## src/rtl/lector_fifo_salida_if.sv

```systemverilog
// ----------------------------------------------------------------------------
// lector_fifo_salida_if
//   Bundles the signals between the FIFO-out bank, the output FIFO reader and
//   the downstream consumer.
//
//   FIFO-out pop side:
//     fifo_empty[3:0]     empty flag of FIFO out n (bit n)
//     data_out0..3        read data of FIFO out n, valid the cycle after pop
//     pop_FIFO_out0..3    registered pop strobes
//   Merged stream side:
//     word_out/word_src   merged word and the FIFO it came from
//     word_valid          word_out valid
//     word_ready          downstream accepts the word
//   Counter read side:
//     req/idx             counter read request and counter select
//     cnt_data/cnt_valid  counter value and its valid flag
//   Misc:
//     enable              allows new pops
//     dest_error          sticky destination-mismatch flag
//
//   Modports:
//     master  the reader block (drives pops, stream and counter outputs)
//     slave   the environment (FIFO bank, consumer, counter reader)
// ----------------------------------------------------------------------------
interface lector_fifo_salida_if #(
    parameter int FIFO_WORD_SIZE = 10,
    parameter int CNT_WIDTH      = 5
);
    logic                      enable;
    logic [3:0]                fifo_empty;
    logic [FIFO_WORD_SIZE-1:0] data_out0;
    logic [FIFO_WORD_SIZE-1:0] data_out1;
    logic [FIFO_WORD_SIZE-1:0] data_out2;
    logic [FIFO_WORD_SIZE-1:0] data_out3;
    logic                      pop_FIFO_out0;
    logic                      pop_FIFO_out1;
    logic                      pop_FIFO_out2;
    logic                      pop_FIFO_out3;
    logic [FIFO_WORD_SIZE-1:0] word_out;
    logic                      word_valid;
    logic                      word_ready;
    logic [1:0]                word_src;
    logic                      req;
    logic [1:0]                idx;
    logic [CNT_WIDTH-1:0]      cnt_data;
    logic                      cnt_valid;
    logic                      dest_error;

    modport master (
        input  enable, fifo_empty,
        input  data_out0, data_out1, data_out2, data_out3,
        input  word_ready, req, idx,
        output pop_FIFO_out0, pop_FIFO_out1, pop_FIFO_out2, pop_FIFO_out3,
        output word_out, word_valid, word_src,
        output cnt_data, cnt_valid, dest_error
    );

    modport slave (
        output enable, fifo_empty,
        output data_out0, data_out1, data_out2, data_out3,
        output word_ready, req, idx,
        input  pop_FIFO_out0, pop_FIFO_out1, pop_FIFO_out2, pop_FIFO_out3,
        input  word_out, word_valid, word_src,
        input  cnt_data, cnt_valid, dest_error
    );
endinterface

```

## src/rtl/lector_fifo_salida.sv

```systemverilog
// ----------------------------------------------------------------------------
// lector_fifo_salida
//   Drain-side reader for the four output FIFOs of the transaction layer.
//   Non-empty FIFOs are popped in round-robin order, one word at a time, and
//   the words are merged onto a single valid/ready stream tagged with their
//   source index. A saturating per-FIFO count of delivered words can be read
//   through the req/idx counter port.
//
//   Transfer sequence (one word outstanding at most):
//     IDLE -> POP (pop strobe high) -> CAPT (FIFO data valid, latched)
//          -> SEND (word_valid until word_ready) -> IDLE
//
//   Ports:
//     clk      single clock, all state on posedge
//     reset_L  asynchronous active-low reset
//     bus      lector_fifo_salida_if.master (pop, stream and counter signals)
//
//   Build option:
//     LECTOR_DEST_CHECK_EN  when defined, the destination field (top two
//                           bits) of each captured word is compared with the
//                           FIFO it came from; a mismatch sets the sticky
//                           dest_error flag. When undefined dest_error is 0.
// ----------------------------------------------------------------------------
module lector_fifo_salida #(
    parameter int FIFO_WORD_SIZE = 10,
    parameter int CNT_WIDTH      = 5
) (
    input  logic                 clk,
    input  logic                 reset_L,
    lector_fifo_salida_if.master bus
);

    typedef enum logic [1:0] {
        IDLE = 2'd0,
        POP  = 2'd1,
        CAPT = 2'd2,
        SEND = 2'd3
    } state_t;

    localparam logic [CNT_WIDTH-1:0] CNT_MAX = '1;

    // Saturating increment: counters stick at their maximum.
    function automatic logic [CNT_WIDTH-1:0] sat_inc(input logic [CNT_WIDTH-1:0] v);
        return (v == CNT_MAX) ? v : v + 1'b1;
    endfunction

    // Round-robin pick: first requester after 'last', wrapping around so that
    // 'last' itself is considered only after the other three.
    function automatic logic [1:0] rr_pick(input logic [3:0] pend, input logic [1:0] last);
        logic [1:0] cand;
        logic [1:0] pick;
        logic       found;
        pick  = last;
        found = 1'b0;
        for (int k = 1; k <= 4; k++) begin
            cand = last + k[1:0];
            if (!found && pend[cand]) begin
                pick  = cand;
                found = 1'b1;
            end
        end
        return pick;
    endfunction

    state_t                    state_q;
    logic [1:0]                last_grant_q;
    logic [1:0]                grant_q;
    logic [3:0]                pop_q;
    logic [FIFO_WORD_SIZE-1:0] word_q;
    logic [1:0]                src_q;
    logic                      valid_q;
    logic [CNT_WIDTH-1:0]      cnt_q [0:3];
    logic [CNT_WIDTH-1:0]      cnt_data_q;
    logic                      cnt_valid_q;

    logic [1:0]                grant_d;
    logic [FIFO_WORD_SIZE-1:0] data_d;
    logic                      any_pend;

    // Arbitration and read-data selection
    always_comb begin
        grant_d  = rr_pick(~bus.fifo_empty, last_grant_q);
        any_pend = (bus.fifo_empty != 4'b1111);
        case (grant_q)
            2'd0:    data_d = bus.data_out0;
            2'd1:    data_d = bus.data_out1;
            2'd2:    data_d = bus.data_out2;
            default: data_d = bus.data_out3;
        endcase
    end

    // Transfer FSM, pop strobes, output word and delivered-word counters
    always_ff @(posedge clk or negedge reset_L) begin
        if (!reset_L) begin
            state_q      <= IDLE;
            last_grant_q <= 2'd3;
            grant_q      <= 2'd0;
            pop_q        <= 4'b0000;
            word_q       <= '0;
            src_q        <= 2'd0;
            valid_q      <= 1'b0;
            for (int n = 0; n < 4; n++) begin
                cnt_q[n] <= '0;
            end
        end else begin
            case (state_q)
                IDLE: begin
                    // Empty flags only matter here; once granted, the
                    // transfer runs to completion.
                    if (bus.enable && any_pend) begin
                        grant_q      <= grant_d;
                        last_grant_q <= grant_d;
                        pop_q        <= 4'b0001 << grant_d;
                        state_q      <= POP;
                    end
                end
                POP: begin
                    pop_q   <= 4'b0000;
                    state_q <= CAPT;
                end
                CAPT: begin
                    word_q  <= data_d;
                    src_q   <= grant_q;
                    valid_q <= 1'b1;
                    state_q <= SEND;
                end
                SEND: begin
                    if (bus.word_ready) begin
                        valid_q      <= 1'b0;
                        cnt_q[src_q] <= sat_inc(cnt_q[src_q]);
                        state_q      <= IDLE;
                    end
                end
                default: begin
                    state_q <= IDLE;
                end
            endcase
        end
    end

    // Counter read port; a same-cycle increment is seen on the next read.
    always_ff @(posedge clk or negedge reset_L) begin
        if (!reset_L) begin
            cnt_data_q  <= '0;
            cnt_valid_q <= 1'b0;
        end else begin
            cnt_valid_q <= bus.req;
            if (bus.req) begin
                cnt_data_q <= cnt_q[bus.idx];
            end
        end
    end

`ifdef LECTOR_DEST_CHECK_EN
    logic dest_err_q;

    always_ff @(posedge clk or negedge reset_L) begin
        if (!reset_L) begin
            dest_err_q <= 1'b0;
        end else if (state_q == CAPT &&
                     data_d[FIFO_WORD_SIZE-1 -: 2] != grant_q) begin
            dest_err_q <= 1'b1;
        end
    end

    assign bus.dest_error = dest_err_q;
`else
    assign bus.dest_error = 1'b0;
`endif

    assign bus.pop_FIFO_out0 = pop_q[0];
    assign bus.pop_FIFO_out1 = pop_q[1];
    assign bus.pop_FIFO_out2 = pop_q[2];
    assign bus.pop_FIFO_out3 = pop_q[3];
    assign bus.word_out      = word_q;
    assign bus.word_src      = src_q;
    assign bus.word_valid    = valid_q;
    assign bus.cnt_data      = cnt_data_q;
    assign bus.cnt_valid     = cnt_valid_q;

endmodule

```

## src/flat_wrapper.sv

```systemverilog
// flat-port wrapper written by rule: the top's interface ports become plain ports
module lector_fifo_salida_flat 
#(
    parameter int FIFO_WORD_SIZE = 10,
    parameter int CNT_WIDTH      = 5
)
  (clk, reset_L, bus_enable, bus_fifo_empty, bus_data_out0, bus_data_out1, bus_data_out2, bus_data_out3, bus_word_ready, bus_req, bus_idx, bus_pop_FIFO_out0, bus_pop_FIFO_out1, bus_pop_FIFO_out2, bus_pop_FIFO_out3, bus_word_out, bus_word_valid, bus_word_src, bus_cnt_data, bus_cnt_valid, bus_dest_error);
  lector_fifo_salida_if #(.FIFO_WORD_SIZE(FIFO_WORD_SIZE), .CNT_WIDTH(CNT_WIDTH)) bus_i ();
  input  logic clk;
  input  logic reset_L;
  input wire logic [$bits(bus_i.enable)-1:0] bus_enable;
  input wire logic [$bits(bus_i.fifo_empty)-1:0] bus_fifo_empty;
  input wire logic [$bits(bus_i.data_out0)-1:0] bus_data_out0;
  input wire logic [$bits(bus_i.data_out1)-1:0] bus_data_out1;
  input wire logic [$bits(bus_i.data_out2)-1:0] bus_data_out2;
  input wire logic [$bits(bus_i.data_out3)-1:0] bus_data_out3;
  input wire logic [$bits(bus_i.word_ready)-1:0] bus_word_ready;
  input wire logic [$bits(bus_i.req)-1:0] bus_req;
  input wire logic [$bits(bus_i.idx)-1:0] bus_idx;
  output wire logic [$bits(bus_i.pop_FIFO_out0)-1:0] bus_pop_FIFO_out0;
  output wire logic [$bits(bus_i.pop_FIFO_out1)-1:0] bus_pop_FIFO_out1;
  output wire logic [$bits(bus_i.pop_FIFO_out2)-1:0] bus_pop_FIFO_out2;
  output wire logic [$bits(bus_i.pop_FIFO_out3)-1:0] bus_pop_FIFO_out3;
  output wire logic [$bits(bus_i.word_out)-1:0] bus_word_out;
  output wire logic [$bits(bus_i.word_valid)-1:0] bus_word_valid;
  output wire logic [$bits(bus_i.word_src)-1:0] bus_word_src;
  output wire logic [$bits(bus_i.cnt_data)-1:0] bus_cnt_data;
  output wire logic [$bits(bus_i.cnt_valid)-1:0] bus_cnt_valid;
  output wire logic [$bits(bus_i.dest_error)-1:0] bus_dest_error;
  assign bus_i.enable = bus_enable;
  assign bus_i.fifo_empty = bus_fifo_empty;
  assign bus_i.data_out0 = bus_data_out0;
  assign bus_i.data_out1 = bus_data_out1;
  assign bus_i.data_out2 = bus_data_out2;
  assign bus_i.data_out3 = bus_data_out3;
  assign bus_i.word_ready = bus_word_ready;
  assign bus_i.req = bus_req;
  assign bus_i.idx = bus_idx;
  assign bus_pop_FIFO_out0 = bus_i.pop_FIFO_out0;
  assign bus_pop_FIFO_out1 = bus_i.pop_FIFO_out1;
  assign bus_pop_FIFO_out2 = bus_i.pop_FIFO_out2;
  assign bus_pop_FIFO_out3 = bus_i.pop_FIFO_out3;
  assign bus_word_out = bus_i.word_out;
  assign bus_word_valid = bus_i.word_valid;
  assign bus_word_src = bus_i.word_src;
  assign bus_cnt_data = bus_i.cnt_data;
  assign bus_cnt_valid = bus_i.cnt_valid;
  assign bus_dest_error = bus_i.dest_error;
  lector_fifo_salida #(.FIFO_WORD_SIZE(FIFO_WORD_SIZE), .CNT_WIDTH(CNT_WIDTH)) u_core (.clk(clk), .reset_L(reset_L), .bus(bus_i));
endmodule
```

## config.mk

```make
export PLATFORM = sky130hd
export DESIGN_NAME = lector_fifo_salida_flat
export DESIGN_NICKNAME = d
export VERILOG_FILES = /design/src/rtl/lector_fifo_salida_if.sv /design/src/rtl/lector_fifo_salida.sv /design/src/flat_wrapper.sv
export SDC_FILE = /design/constraint.sdc
export NUM_CORES = 1
export LEC_CHECK = 0
export ABC_AREA = 1
export CAP_MARGIN = 10
export CORE_MARGIN = 10
export CORE_UTILIZATION = 52
export DETAILED_ROUTE_END_ITERATION = 8
export GPL_TIMING_DRIVEN = 1
export PLACE_DENSITY_LB_ADDON = 0.2
export SLEW_MARGIN = 20
export SYNTH_ARGS = -nofsm -noshare
export SYNTH_HDL_FRONTEND = slang
export SYNTH_SLANG_ARGS = --single-unit
```

## constraint.sdc

```tcl
create_clock -name clk -period 2.8 [get_ports clk]
set_input_delay 0.56 -clock clk [delete_from_list [all_inputs] [get_ports clk]]
set_output_delay 0.56 -clock clk [all_outputs]
set_load 0.05 [all_outputs]
```

Word level (Yosys, flattened, before mapping)
Cells that the tools add are included.
Widths: inputs -> output; s select.
{"block": "totals", "ff_bits": 49, "output_inout_bits": 24}
{"block": "classes", "shifts": 1, "n_reduce_logical": 17, "order_cmp": 7, "bitwise": 3, "addsub": 4, "muxes": 33, "n_eq_ne": 9}
{"cell": "$mux 5", "n": 6}
{"cell": "$pmux 10 s3", "n": 1}
{"cell": "$bmux 5 s2", "n": 2}
{"cell": "$bwmux 20", "n": 1}
{"cell": "$lt 2x3->1 const B", "n": 4}
{"cell": "$mux 2", "n": 6}
{"cell": "$demux 5 s2", "n": 1}
{"cell": "$reduce_and 2->1", "n": 5}
{"cell": "$bmux 1 s2", "n": 4}
{"cell": "$mux 1", "n": 8}
{"cell": "$pmux 2 s4", "n": 1}
{"cell": "$pmux 4 s2", "n": 1}
{"cell": "$eq 2x2->1 const B", "n": 3}
{"cell": "$ge 3x3->1 const B", "n": 2}
{"cell": "$not 2->3", "n": 2}
{"cell": "$add 5x1->5 const B", "n": 1}
{"cell": "$eq 5x5->1 const B", "n": 1}
{"cell": "$logic_and 1x1->1", "n": 5}
{"cell": "$add 2x2->2 const B", "n": 2}
{"cell": "$eq 2x1->1 const B", "n": 2}
{"cell": "$logic_not 2->1", "n": 2}
{"cell": "$mux 4", "n": 1}
{"cell": "$ne 4x4->1 const B", "n": 1}
{"cell": "$not 4->4", "n": 1}
{"cell": "8 further kinds", "n": 11}

Logic depth before layout (Yosys ltp)
Gate-level depths: netlist (run 1).
{"block": "logic_depth", "ltp_word": 16, "depth_mapped": 14}

Worst setup path before layout (run 1)
No wires, ideal clock.
{"block": "synth_path", "path_type": "reg-to-reg", "startpoint": "reg u_core.src_q[0] (netlist: u_core.bus.word_src[0])", "endpoint": "reg u_core.cnt_q[0] (netlist bit)", "t_arrival_ps": 1891, "required_time_ps": 2682, "path_buffers": 0, "slack_ps": 791, "stages_incl_launch_ff": 11, "setup_time_ps": 118, "cell_sequence": "dfrtp_1 -> nand2_1 -> inv_2 -> nand2_1 -> nand4_1 -> ha_1 -> inv_1 -> nor2_8 -> nand4_1 -> nand3_1 -> nand2_1"}
{"block": "synth_via", "elab_chain_cells": 7}
{"item": "start, declared", "line_no": "lector_fifo_salida.sv:70", "source": "logic [1:0] src_q;"}
{"item": "start signal, assigned", "line_no": "lector_fifo_salida.sv:123", "source": "src_q <= grant_q;"}
{"item": "$not 2->3 (implied by the code) (*)", "line_no": "lector_fifo_salida.sv:130", "source": "cnt_q[src_q] <= sat_inc(cnt_q[src_q]);"}
{"item": "$bmux 5 s2", "line_no": "lector_fifo_salida.sv:130"}
{"item": "$mux 5 (implied by the code) (2 in a row)", "line_no": "lector_fifo_salida.sv:130"}
{"item": "$add 5x1->5 / $eq 5x5->1 (equally long branches)", "line_no": "lector_fifo_salida.sv:44", "source": "return (v == CNT_MAX) ? v : v + 1'b1;"}
{"item": "$mux 5", "line_no": "lector_fifo_salida.sv:44"}
{"item": "$bwmux 20 (*)", "line_no": "lector_fifo_salida.sv:130"}
{"item": "end signal, assigned by index", "line_no": "lector_fifo_salida.sv:130"}
{"item": "end, declared", "line_no": "lector_fifo_salida.sv:72", "source": "logic [CNT_WIDTH-1:0] cnt_q [0:3];"}
Every way passes the cells marked *; elsewhere a longest branch is shown, timed or not. The select of a mux whose other input is x is not followed.
A chain may end at the register's enable or synchronous reset.

Worst setup path after layout (run 1)
{"block": "layout_path", "startpoint": "reg u_core.src_q[0] (netlist: u_core.bus.word_src[0])", "endpoint": "out bus_word_src[0]"}
{"item": "end, declared", "line_no": "flat_wrapper.sv:26", "source": "output wire logic [$bits(bus_i.word_src)-1:0] bus_word_src;"}
No word-level cell between the ends.

==> results of run 1 <==
[placed cells by master, fill, tap and decap left out]
master,n
nand2_1,159
clkdlybuf4s50_1,72
dfrtp_1,47
inv_1,31
o21ai_0,28
nor2_1,26
nand3_1,17
a221oi_1,10
a21oi_1,9
nand4_1,7
inv_2,6
nand2_2,6
nor2_2,6
o21ai_1,6
a31oi_1,5
ha_1,5
clkbuf_8,5
a22oi_1,2
nand3_2,2
clkbuf_1,2
buf_4,2
dfstp_2,2
nor2_8,1
nand3_4,1
o21ai_2,1
o21a_1,1
clkinv_1,1
nor3_1,1
conb_1,1
clkinvlp_4,1
buf_2,1
[Yosys cell counts, drive strengths merged]
cell,instances,share of area
dfrtp,47,0.42
nand2,165,0.23
a31oi,5,0.011
ha,5,0.022
nand3,20,0.044
nand4,7,0.016
o21a,1,0.0027
clkinv,1,0.0013
inv,37,0.049
a221oi,10,0.031
buf,4,0.012
nor3,1,0.0018
clkbuf,3,0.0040
nor2,33,0.055
a22oi,2,0.0053
o21ai,35,0.064
dfstp,2,0.019
conb,1,0.0013
a21oi,9,0.016
[area by class of cell]
class | count | area share
flip-flops and latches | 49 | 0.3342
multi-input cells | 294 | 0.3788
inverters | 38 | 0.03880
repair buffers | 75 | 0.2015
clock inverters | 1 | 0.002042
clock buffers | 7 | 0.02076
well taps | 70 | 0.02383
[routing by layer]
layer / vias up / GRT usage / wire length, µm
met1: 1248 / 0.2012 / 3071
met4: 0 / 0.04756 / 124
met3: 12 / 0.06875 / 772
met2: 123 / 0.2941 / 3565
li1: 1402 / - / -
met5: - / 0 / 0
[stage by stage]
stage	hold slack, ns	area [µm²]	setup WS (ns)
2_1_floorplan	0.2644	2809	0.7911
3_3_place_gp	0.4615	3592	0.7309
3_5_place_dp	0.4716	3592	0.7037
4_1_cts	0.3504	3676	0.5948
5_1_grt	0.3717	3676	0.5524
6_report	0.3101	3676	0.6128
[cells by family (layout without fill, tap and decap cells)]
logic type / Yosys count / count (layout) / synth area share
AOI/OAI and AO/OA: 62 / 62 / 0.1301
adders and majority gates: 5 / 5 / 0.02227
buffers and inverters: 45 / 121 / 0.06681
DFF: 49 / 49 / 0.4374
other: 1 / 1 / 0.001335
and+or+nand+nor: 226 / 226 / 0.3421
[where the power goes]
| group | leakage, nW | internal (mW) | switching, mW |
|---|---|---|---|
| clock | 0.0385 | 0.177 | 0.232 |
| sequential | 0.614 | 1.01 | 0.239 |
| combinational | 1.13 | 0.785 | 1.60 |
[sequential cells by signal, summed over array words and instances (netlist names)]
signal and count:
u_core.cnt_q 20, u_core.state_q 2, u_core.pop_q 4, u_core.bus.word_valid 1, u_core.bus.word_out 10, u_core.bus.cnt_data 5, u_core.last_grant_q 2, u_core.bus.cnt_valid 1
u_core.bus.word_src 2, u_core.grant_q 2
[worst paths after layout]
check	start	endpoint	slack [ns]
worst max-delay path	u_core.bus.word_src[0]$_DFFE_PN0P_	bus_word_src[0]	0.61
worst min-delay path	reset_L	u_core.cnt_q[12]$_DFFE_PN0P_	0.31
worst max register to register	u_core.bus.word_src[0]$_DFFE_PN0P_	u_core.cnt_q[11]$_DFFE_PN0P_	0.71
worst min register to register	u_core.bus.word_out[4]$_DFFE_PN0P_	u_core.bus.word_out[4]$_DFFE_PN0P_	0.49
max in group asynchronous	reset_L	u_core.last_grant_q[0]$_DFFE_PN1P_	1.79
min in group clk	u_core.bus.word_out[4]$_DFFE_PN0P_	u_core.bus.word_out[4]$_DFFE_PN0P_	0.49
==> flow_metrics.env, run 1 <==
export IMPL_numCtsBuffers=5
export IMPL_clk_path_buf_depth=2
export IMPL_layout_min_cycle_time_ns=2.187
export IMPL_avgViaCountPerCell=5.215
export IMPL_dieArea_um2=8741
export IMPL_die_w_um=93.50
export IMPL_pin_count=75
export IMPL_port_buffers=73
export IMPL_globalRouteTotalUtil=0.1747
export IMPL_synth_area_per_cell_um2=7.240
export IMPL_clk_latency_ns=0.30
export IMPL_core_rowCount=26
export IMPL_finish_utilization=0.7107
export IMPL_postCtsSetupBuffers=0
export IMPL_place_congestion=0.9970
export IMPL_num_vias=2785
export IMPL_total_power_mw=4.042
export IMPL_first_pass_iters=5
export IMPL_fin_cells=534
export IMPL_grt_overflow=0
export IMPL_critPathBufInv=1
export IMPL_path_clk_slew_ns=0.09
export IMPL_grt_pass1_vias=2845
export IMPL_fmax_ghz=0.4572
export IMPL_ys_seq_area_frac=0.4374
export IMPL_die_h_um=93.50
export IMPL_p_leak_nw=1.787
export IMPL_cp_cell_sequence="clkdlybuf4s50_1"
export IMPL_path_depth=1
export IMPL_setup_viol=0
export IMPL_slowest_stage="clkdlybuf4s50_1"
export IMPL_cts_resized=0
export IMPL_setup_tns_ns=0
export IMPL_crit_fanout=6
export IMPL_drc_errors=0
export IMPL_layout_drive_gt1_share=0.07328
export IMPL_tightest_slew_ns=0.7456
export IMPL_rr_worst_depth=9
export IMPL_postSynthCellCount=388
export IMPL_crit_family="buffers and inverters"
export IMPL_critical_path_class="flip-flop to output port"
export IMPL_multiInputGateArea_um2=1393
export IMPL_grt_max_degree=36
export IMPL_cp_required_ns=2.24
export IMPL_htreeDepth=2
export IMPL_ys_warnings_count=0
export IMPL_fin_skew_ns=0.006874
export IMPL_finalHoldViolations=0
export IMPL_max_cap_violations=0
export IMPL_cp_start_kind="flip-flop"
export IMPL_wire_per_inst_um=14.11
export IMPL_area_growth_pct=30.87
export IMPL_dpl_cell_count=526
export IMPL_ant_nets=0
export IMPL_grt_pass1_wl_um=12690
export IMPL_peakVddDrop_mv=0.5580
export IMPL_ys_ff_latch=49
export IMPL_drt_iter0_drc=155
export IMPL_cts_sinks=49
export IMPL_syn_area_um2=2809
export IMPL_layout_nets=519
export IMPL_p_per_area_nw_per_um2=1100
export IMPL_post_route_period_util=0.7811
export IMPL_drt_wl_total_um=7534
export IMPL_critPathArrivalTime_ns=1.63
export IMPL_syn_nets=444
export IMPL_status="complete, no violations"
export IMPL_hp_class="primary input to asynchronous set/reset pin"
export IMPL_synth_distinct_cells=29
export IMPL_antenna_found_initial=0
export IMPL_cts_tree="built"
export IMPL_ff_latch_area_um2=1229
export IMPL_initial_core_util=0.5431
export IMPL_slew_limit_headroom=0.5029
export IMPL_critPathCaptureType="output port"
export IMPL_holdBufCountCts=0
export IMPL_nFillCells=428
export IMPL_dp_hpwl_um=6003
export IMPL_rsz0062_at_grt="false"
export IMPL_antenna_cells=0
export IMPL_crit_path_max_incr_delay_ns=0.85
export IMPL_cts_root_buf="clkbuf_8"
export IMPL_core_area_um2=5172
export IMPL_drv_slew=0
No activity file was read; power rests on OpenSTA's default activity.
==> run 2, diff against run 1 <==
--- a/config.mk
+++ b/config.mk
@@ -8,7 +8,7 @@
 export ABC_AREA = 1
 export CAP_MARGIN = 10
 export CORE_MARGIN = 10
-export CORE_UTILIZATION = 52
+export CORE_UTILIZATION = 49
 export DETAILED_ROUTE_END_ITERATION = 8
 export GPL_TIMING_DRIVEN = 1
 export PLACE_DENSITY_LB_ADDON = 0.2
==> constraint.sdc (replaced) <==
create_clock -name clk -period 2.13 [get_ports clk]
set_input_delay 0.426 -clock clk [delete_from_list [all_inputs] [get_ports clk]]
set_output_delay 0.426 -clock clk [all_outputs]
set_load 0.05 [all_outputs]
==> run 2 against run 1 <==
Worst hold slack got worse by 0.088 ns; via count rose by 2.9%; clock power rose by 48%; count of clock-buffer cells in the layout did not move; wire length rose by 5.0%; non-clock buffer count rose by 10; critical path depth did not move; core utilization fell by 3.0 points; sequential cell count did not move; design area rose by 2.5%; power rose by 35%.
==> flow_metrics.env, run 2 (same netlist as run 1, synthesis figures left out) <==
export IMPL_status="complete, no violations"
export IMPL_setup_viol=0
export IMPL_slowest_stage="clkdlybuf4s50_1"
export IMPL_crit_fanout=5
export IMPL_port_buffers=73
export IMPL_drt_wl_total_um=7907
export IMPL_layout_min_cycle_time_ns=2.018
export IMPL_setup_tns_ns=0
export IMPL_crit_path_max_incr_delay_ns=0.85
export IMPL_cts_sinks=49
export IMPL_cts_resized=0
export IMPL_final_cell_mix="159 x nand2_1, 71 x clkdlybuf4s50_1, 47 x dfrtp_1, 31 x inv_1, 28 x o21ai_0"
export IMPL_drt_iter0_drc=135
export IMPL_numCtsBuffers=5
export IMPL_tightest_slew_ns=0.6109
export IMPL_largest_reg_flops=20
export IMPL_die_h_um=95.72
export IMPL_critical_path_class="flip-flop to output port"
export IMPL_drv_slew=0
export IMPL_peakVddDrop_mv=0.7191
export IMPL_hp_class="primary input to asynchronous set/reset pin"
export IMPL_rr_worst_depth=11
export IMPL_top_register="u_core.cnt_q"
export IMPL_initial_core_util=0.5070
export IMPL_regToRegSetupSlack_ns=0.28
export IMPL_fmax_ghz=0.4956
export IMPL_cp_required_ns=1.70
export IMPL_dieArea_um2=9161
export IMPL_layout_nets=529
export IMPL_cts_tree="built"
export IMPL_grt_pass1_wl_um=12990
export IMPL_drc_errors=0
export IMPL_rr_endpoint="u_core.cnt_q[14]$_DFFE_PN0P_"
export IMPL_first_pass_iters=4
export IMPL_fin_skew_ns=0.005324
export IMPL_dp_hpwl_um=6159
export IMPL_clk_latency_ns=0.30
export IMPL_critPathBufInv=1
export IMPL_critPathCaptureType="output port"
export IMPL_cp_cell_sequence="clkdlybuf4s50_1"
export IMPL_postCtsSetupBuffers=0
export IMPL_core_area_um2=5540
export IMPL_core_rowCount=27
export IMPL_layout_drive_gt1_share=0.09916
export IMPL_htreeDepth=2
export IMPL_avgViaCountPerCell=5.249
export IMPL_finalHoldViolations=0
export IMPL_antenna_cells=0
export IMPL_ant_nets=0
export IMPL_crit_family="buffers and inverters"
export IMPL_mostFrequentLayoutCell="nand2_1"
export IMPL_max_cap_violations=0
export IMPL_pin_count=75
export IMPL_cp_start_kind="flip-flop"
export IMPL_die_w_um=95.72
export IMPL_p_per_area_nw_per_um2=1451
export IMPL_area_growth_pct=34.16
export IMPL_rsz0062_at_grt="false"
export IMPL_antenna_found_initial=0
export IMPL_num_vias=2866
export IMPL_clk_path_buf_depth=2
export IMPL_globalRouteTotalUtil=0.1758
export IMPL_path_clk_slew_ns=0.09
export IMPL_grt_pass1_vias=2918
export IMPL_p_leak_nw=1.856
export IMPL_wire_per_inst_um=14.48
export IMPL_r2r_start="u_core.bus.word_src[0]$_DFFE_PN0P_"
export IMPL_cts_root_buf="clkbuf_8"
export IMPL_post_route_period_util=0.9473
export IMPL_grt_overflow=0
export IMPL_holdBufCountCts=0
export IMPL_finish_utilization=0.6802
export IMPL_slew_limit_headroom=0.5928
export IMPL_grt_max_degree=50
export IMPL_place_congestion=1.032
export IMPL_critPathArrivalTime_ns=1.59
[run 2: changes by cell type in the layout (fill, tap and decap cells not counted)]
cell and delta:
buf_4 +11, clkbuf_1 -2, clkbuf_8 +2, clkdlybuf4s50_1 -1, clkinv_2 +1, clkinvlp_4 -1
[run 2: power breakdown]
| group | switching [mW] | internal [mW] | total, mW |
|---|---|---|---|
| clock network | 0.310 | 0.294 | 0.604 |
| logic | 2.09 | 1.10 | 3.19 |
| registers | 0.341 | 1.33 | 1.67 |
| total | 2.74 | 2.73 | 5.47 |
[run 2: how the worst max path moves through the flow]
| stage | end | start | depth (start not counted) |
|---|---|---|---|
| after floorplan | u_core.cnt_q[0]$_DFFE_PN0P_ | u_core.bus.word_src[0]$_DFFE_PN0P_ | 10 |
| after global placement | u_core.cnt_q[7]$_DFFE_PN0P_ | bus_word_ready | 6 |
| after detailed placement | u_core.pop_q[3]$_DFFE_PN0P_ | bus_fifo_empty[2] | 13 |
| after CTS | bus_word_src[1] | u_core.bus.word_src[1]$_DFFE_PN0P_ | 1 |
| after global routing | bus_word_src[1] | u_core.bus.word_src[1]$_DFFE_PN0P_ | 1 |
| final | bus_word_src[1] | u_core.bus.word_src[1]$_DFFE_PN0P_ | 1 |
[run 2: final cells by class]
cell class                 instances  area [µm²]
clock buffer                       7       96.34
clock inverter                     1       5.005
fill                             520        1772
inverter                          38       142.6
multi-input combinational        294        1393
sequential                        49        1229
tap                               72       90.09
timing repair buffer              85       813.3
[run 2: per-stage QoR]
stage	power (mW)	std cells	hold WS (ns)	area, µm²	setup slack [ns]
CTS	5.490	546	0.2399	3769	0.09323
finish	5.469	546	0.2219	3769	0.1122
global placement	4.817	538	0.4603	3667	0.2736
floorplan	3.886	388	0.1304	2809	0.1211
detailed placement	4.885	538	0.4660	3667	0.2792
global route	5.947	546	0.2666	3769	0.03336
[run 2: routing by layer]
| metal | global-route usage | vias to the layer above | part of all wire |
|---|---|---|---|
| li1 | - | 1426 | - |
| met1 | 0.2065 | 1328 | 0.43 |
| met2 | 0.2974 | 102 | 0.47 |
| met3 | 0.06615 | 10 | 0.091 |
| met4 | 0.04300 | 0 | 0.011 |
| met5 | 0 | - | 0 |
==> run 3, diff against run 2 <==
--- a/config.mk
+++ b/config.mk
@@ -6,6 +6,7 @@
 export NUM_CORES = 1
 export LEC_CHECK = 0
 export ABC_AREA = 1
+export ABC_CLOCK_PERIOD_IN_PS = 2130
 export CAP_MARGIN = 10
 export CORE_MARGIN = 10
 export CORE_UTILIZATION = 49
==> constraint.sdc (replaced) <==
create_clock -name clk -period 2.13 [get_ports clk]
set_input_delay 0.426 -clock clk [delete_from_list [all_inputs] [get_ports clk]]
set_output_delay 0.426 -clock clk [all_outputs]
set_load 0.01 [all_outputs]
==> run 3 against run 2 <==
Maximum frequency is 7.9% higher; core utilization fell by 0.16 points; die area unchanged; worst hold slack worse by 0.011 ns; count of clock-buffer cells in the layout grew 1; design area fell by 0.23%; non-clock buffer count unchanged; clock skew up 0.0011 ns; final cell count did not move; critical endpoint is now u_core.cnt_q[9]$_DFFE_PN0P_; largest power group unchanged.
==> flow_metrics.env, run 3 (same netlist as run 1, synthesis figures left out) <==
export IMPL_status="complete, no violations"
export IMPL_antenna_cells=0
export IMPL_critPathCaptureType="flip-flop"
export IMPL_die_h_um=95.72
export IMPL_ant_nets=0
export IMPL_setup_tns_ns=0
export IMPL_setup_viol=0
export IMPL_crit_path_frequent_cell="nand2_1"
export IMPL_ff_latch_area_um2=1229
export IMPL_holdBufCountCts=0
export IMPL_cts_resized=0
export IMPL_grt_pass1_wl_um=13010
export IMPL_top_register="u_core.cnt_q"
export IMPL_grt_max_degree=50
export IMPL_finalHoldViolations=0
export IMPL_nFillCells=494
export IMPL_hp_class="primary input to asynchronous set/reset pin"
export IMPL_largest_reg_flops=20
export IMPL_crit_path_max_incr_delay_ns=0.46
export IMPL_drt_iter0_drc=155
export IMPL_max_cap_violations=0
export IMPL_grt_overflow=0
export IMPL_clk_latency_ns=0.30
export IMPL_area_growth_pct=33.85
export IMPL_first_pass_iters=4
export IMPL_p_per_area_nw_per_um2=1308
export IMPL_htreeDepth=2
export IMPL_mostFrequentLayoutCell="nand2_1"
export IMPL_final_cell_mix="159 x nand2_1, 72 x clkdlybuf4s50_1, 47 x dfrtp_1, 31 x inv_1, 28 x o21ai_0"
export IMPL_layout_min_cycle_time_ns=1.870
export IMPL_tightest_slew_ns=0.6011
export IMPL_cts_sinks=49
export IMPL_initial_core_util=0.5070
export IMPL_wire_per_inst_um=14.27
export IMPL_avgViaCountPerCell=5.123
export IMPL_die_w_um=95.72
export IMPL_globalRouteTotalUtil=0.1759
export IMPL_cp_start_kind="flip-flop"
export IMPL_fin_cells=546
export IMPL_pin_count=75
export IMPL_slew_limit_headroom=0.5993
export IMPL_core_area_um2=5540
export IMPL_layout_nets=529
export IMPL_layout_drive_gt1_share=0.09283
export IMPL_cts_tree="built"
export IMPL_cp_cell_sequence="nand2_1 > inv_2 > nand2_1 > nand4_1 > ha_1 > inv_1 > nor2_8 > nand2_1 > nand3_1 > nand2_1 > o21ai_1"
export IMPL_postCtsSetupBuffers=0
export IMPL_grt_pass1_vias=2845
export IMPL_path_clk_slew_ns=0.09
export IMPL_dieArea_um2=9161
export IMPL_core_rowCount=27
export IMPL_place_congestion=1.039
export IMPL_slowest_stage="dfrtp_1"
export IMPL_clk_path_buf_depth=2
export IMPL_drc_errors=0
export IMPL_dpl_cell_count=538
export IMPL_dpl_cell_area_um2=3670
export IMPL_multiInputGateArea_um2=1393
export IMPL_peakVddDrop_mv=0.7265
export IMPL_postLayoutCellArea_um2=3760
export IMPL_post_route_period_util=0.8777
export IMPL_antenna_found_initial=0
export IMPL_critical_path_class="flip-flop to flip-flop"
export IMPL_rsz0062_at_grt="false"
export IMPL_drt_wl_total_um=7792
export IMPL_fin_skew_ns=0.006452
export IMPL_fmax_ghz=0.5349
export IMPL_p_leak_nw=1.846
export IMPL_crit_fanout=6
export IMPL_cts_root_buf="clkbuf_8"
export IMPL_pre_cts_slack_ns=0.2638
export IMPL_hold_slack_ns=0.2114
export IMPL_numCtsBuffers=5
export IMPL_dp_hpwl_um=6097
export IMPL_num_vias=2797
export IMPL_drv_slew=0
export IMPL_port_buffers=73
export IMPL_cp_required_ns=2.32
export IMPL_timing_final_ws_setup_ns=0.2604
export IMPL_critPathArrivalTime_ns=2.06
run 3: area by class of cell:
type / instances / area share
Clock buffer: 8 / 0.02396
Inverter: 38 / 0.03794
Timing Repair Buffer: 85 / 0.2170
Multi-Input combinational cell: 294 / 0.3704
Tap cell: 72 / 0.02396
Sequential cell: 49 / 0.3268
run 3: layer usage:
metal	GRT usage	part of all wire	up-vias
li1	-	-	1421
met1	0.2063	0.41	1280
met2	0.3064	0.49	88
met4	0.02948	0.0080	0
met5	0	0	-
met3	0.06304	0.089	8
run 3: final timing paths:
check / start / end / slack [ns] / cells after the start
max in group asynchronous: reset_L / u_core.bus.cnt_data[3]$_DFFE_PN0P_ / 1.51 / 2
worst max-delay path: u_core.bus.word_src[0]$_DFFE_PN0P_ / u_core.cnt_q[9]$_DFFE_PN0P_ / 0.26 / 11
min in group clk: u_core.pop_q[0]$_DFFE_PN0P_ / u_core.pop_q[0]$_DFFE_PN0P_ / 0.49 / 2
worst min register to register: u_core.pop_q[0]$_DFFE_PN0P_ / u_core.pop_q[0]$_DFFE_PN0P_ / 0.49 / 2
worst max register to register: u_core.bus.word_src[0]$_DFFE_PN0P_ / u_core.cnt_q[9]$_DFFE_PN0P_ / 0.26 / 11
worst min-delay path: reset_L / u_core.bus.cnt_data[2]$_DFFE_PN0P_ / 0.21 / 2
run 3: worst max-delay path, delay by kind of cell, from the launching register on:
| kind | cells | cell delay [ns] |
|---|---|---|
| fa+ha+maj | 1 | 0.28 |
| flops | 1 | 0.46 |
| buf+inv | 2 | 0.21 |
| simple gates | 7 | 0.74 |
| compound gates | 1 | 0.07 |
run 3: per-stage QoR:
step	util	total power, mW
after floorplan	-	3.382
after global placement	0.6624	4.311
after detailed placement	0.6624	4.375
after CTS	0.6786	4.947
after global routing	0.6786	5.409
final	0.6786	4.918
run 3: power by group:
| group | total, mW | leakage [nW] | switching (mW) | internal [mW] |
|---|---|---|---|---|
| clock network | 0.561 | 0.0455 | 0.296 | 0.265 |
| logic | 2.68 | 1.19 | 1.57 | 1.11 |
| registers | 1.67 | 0.614 | 0.341 | 1.33 |
| total | 4.92 | 1.85 | 2.21 | 2.71 |
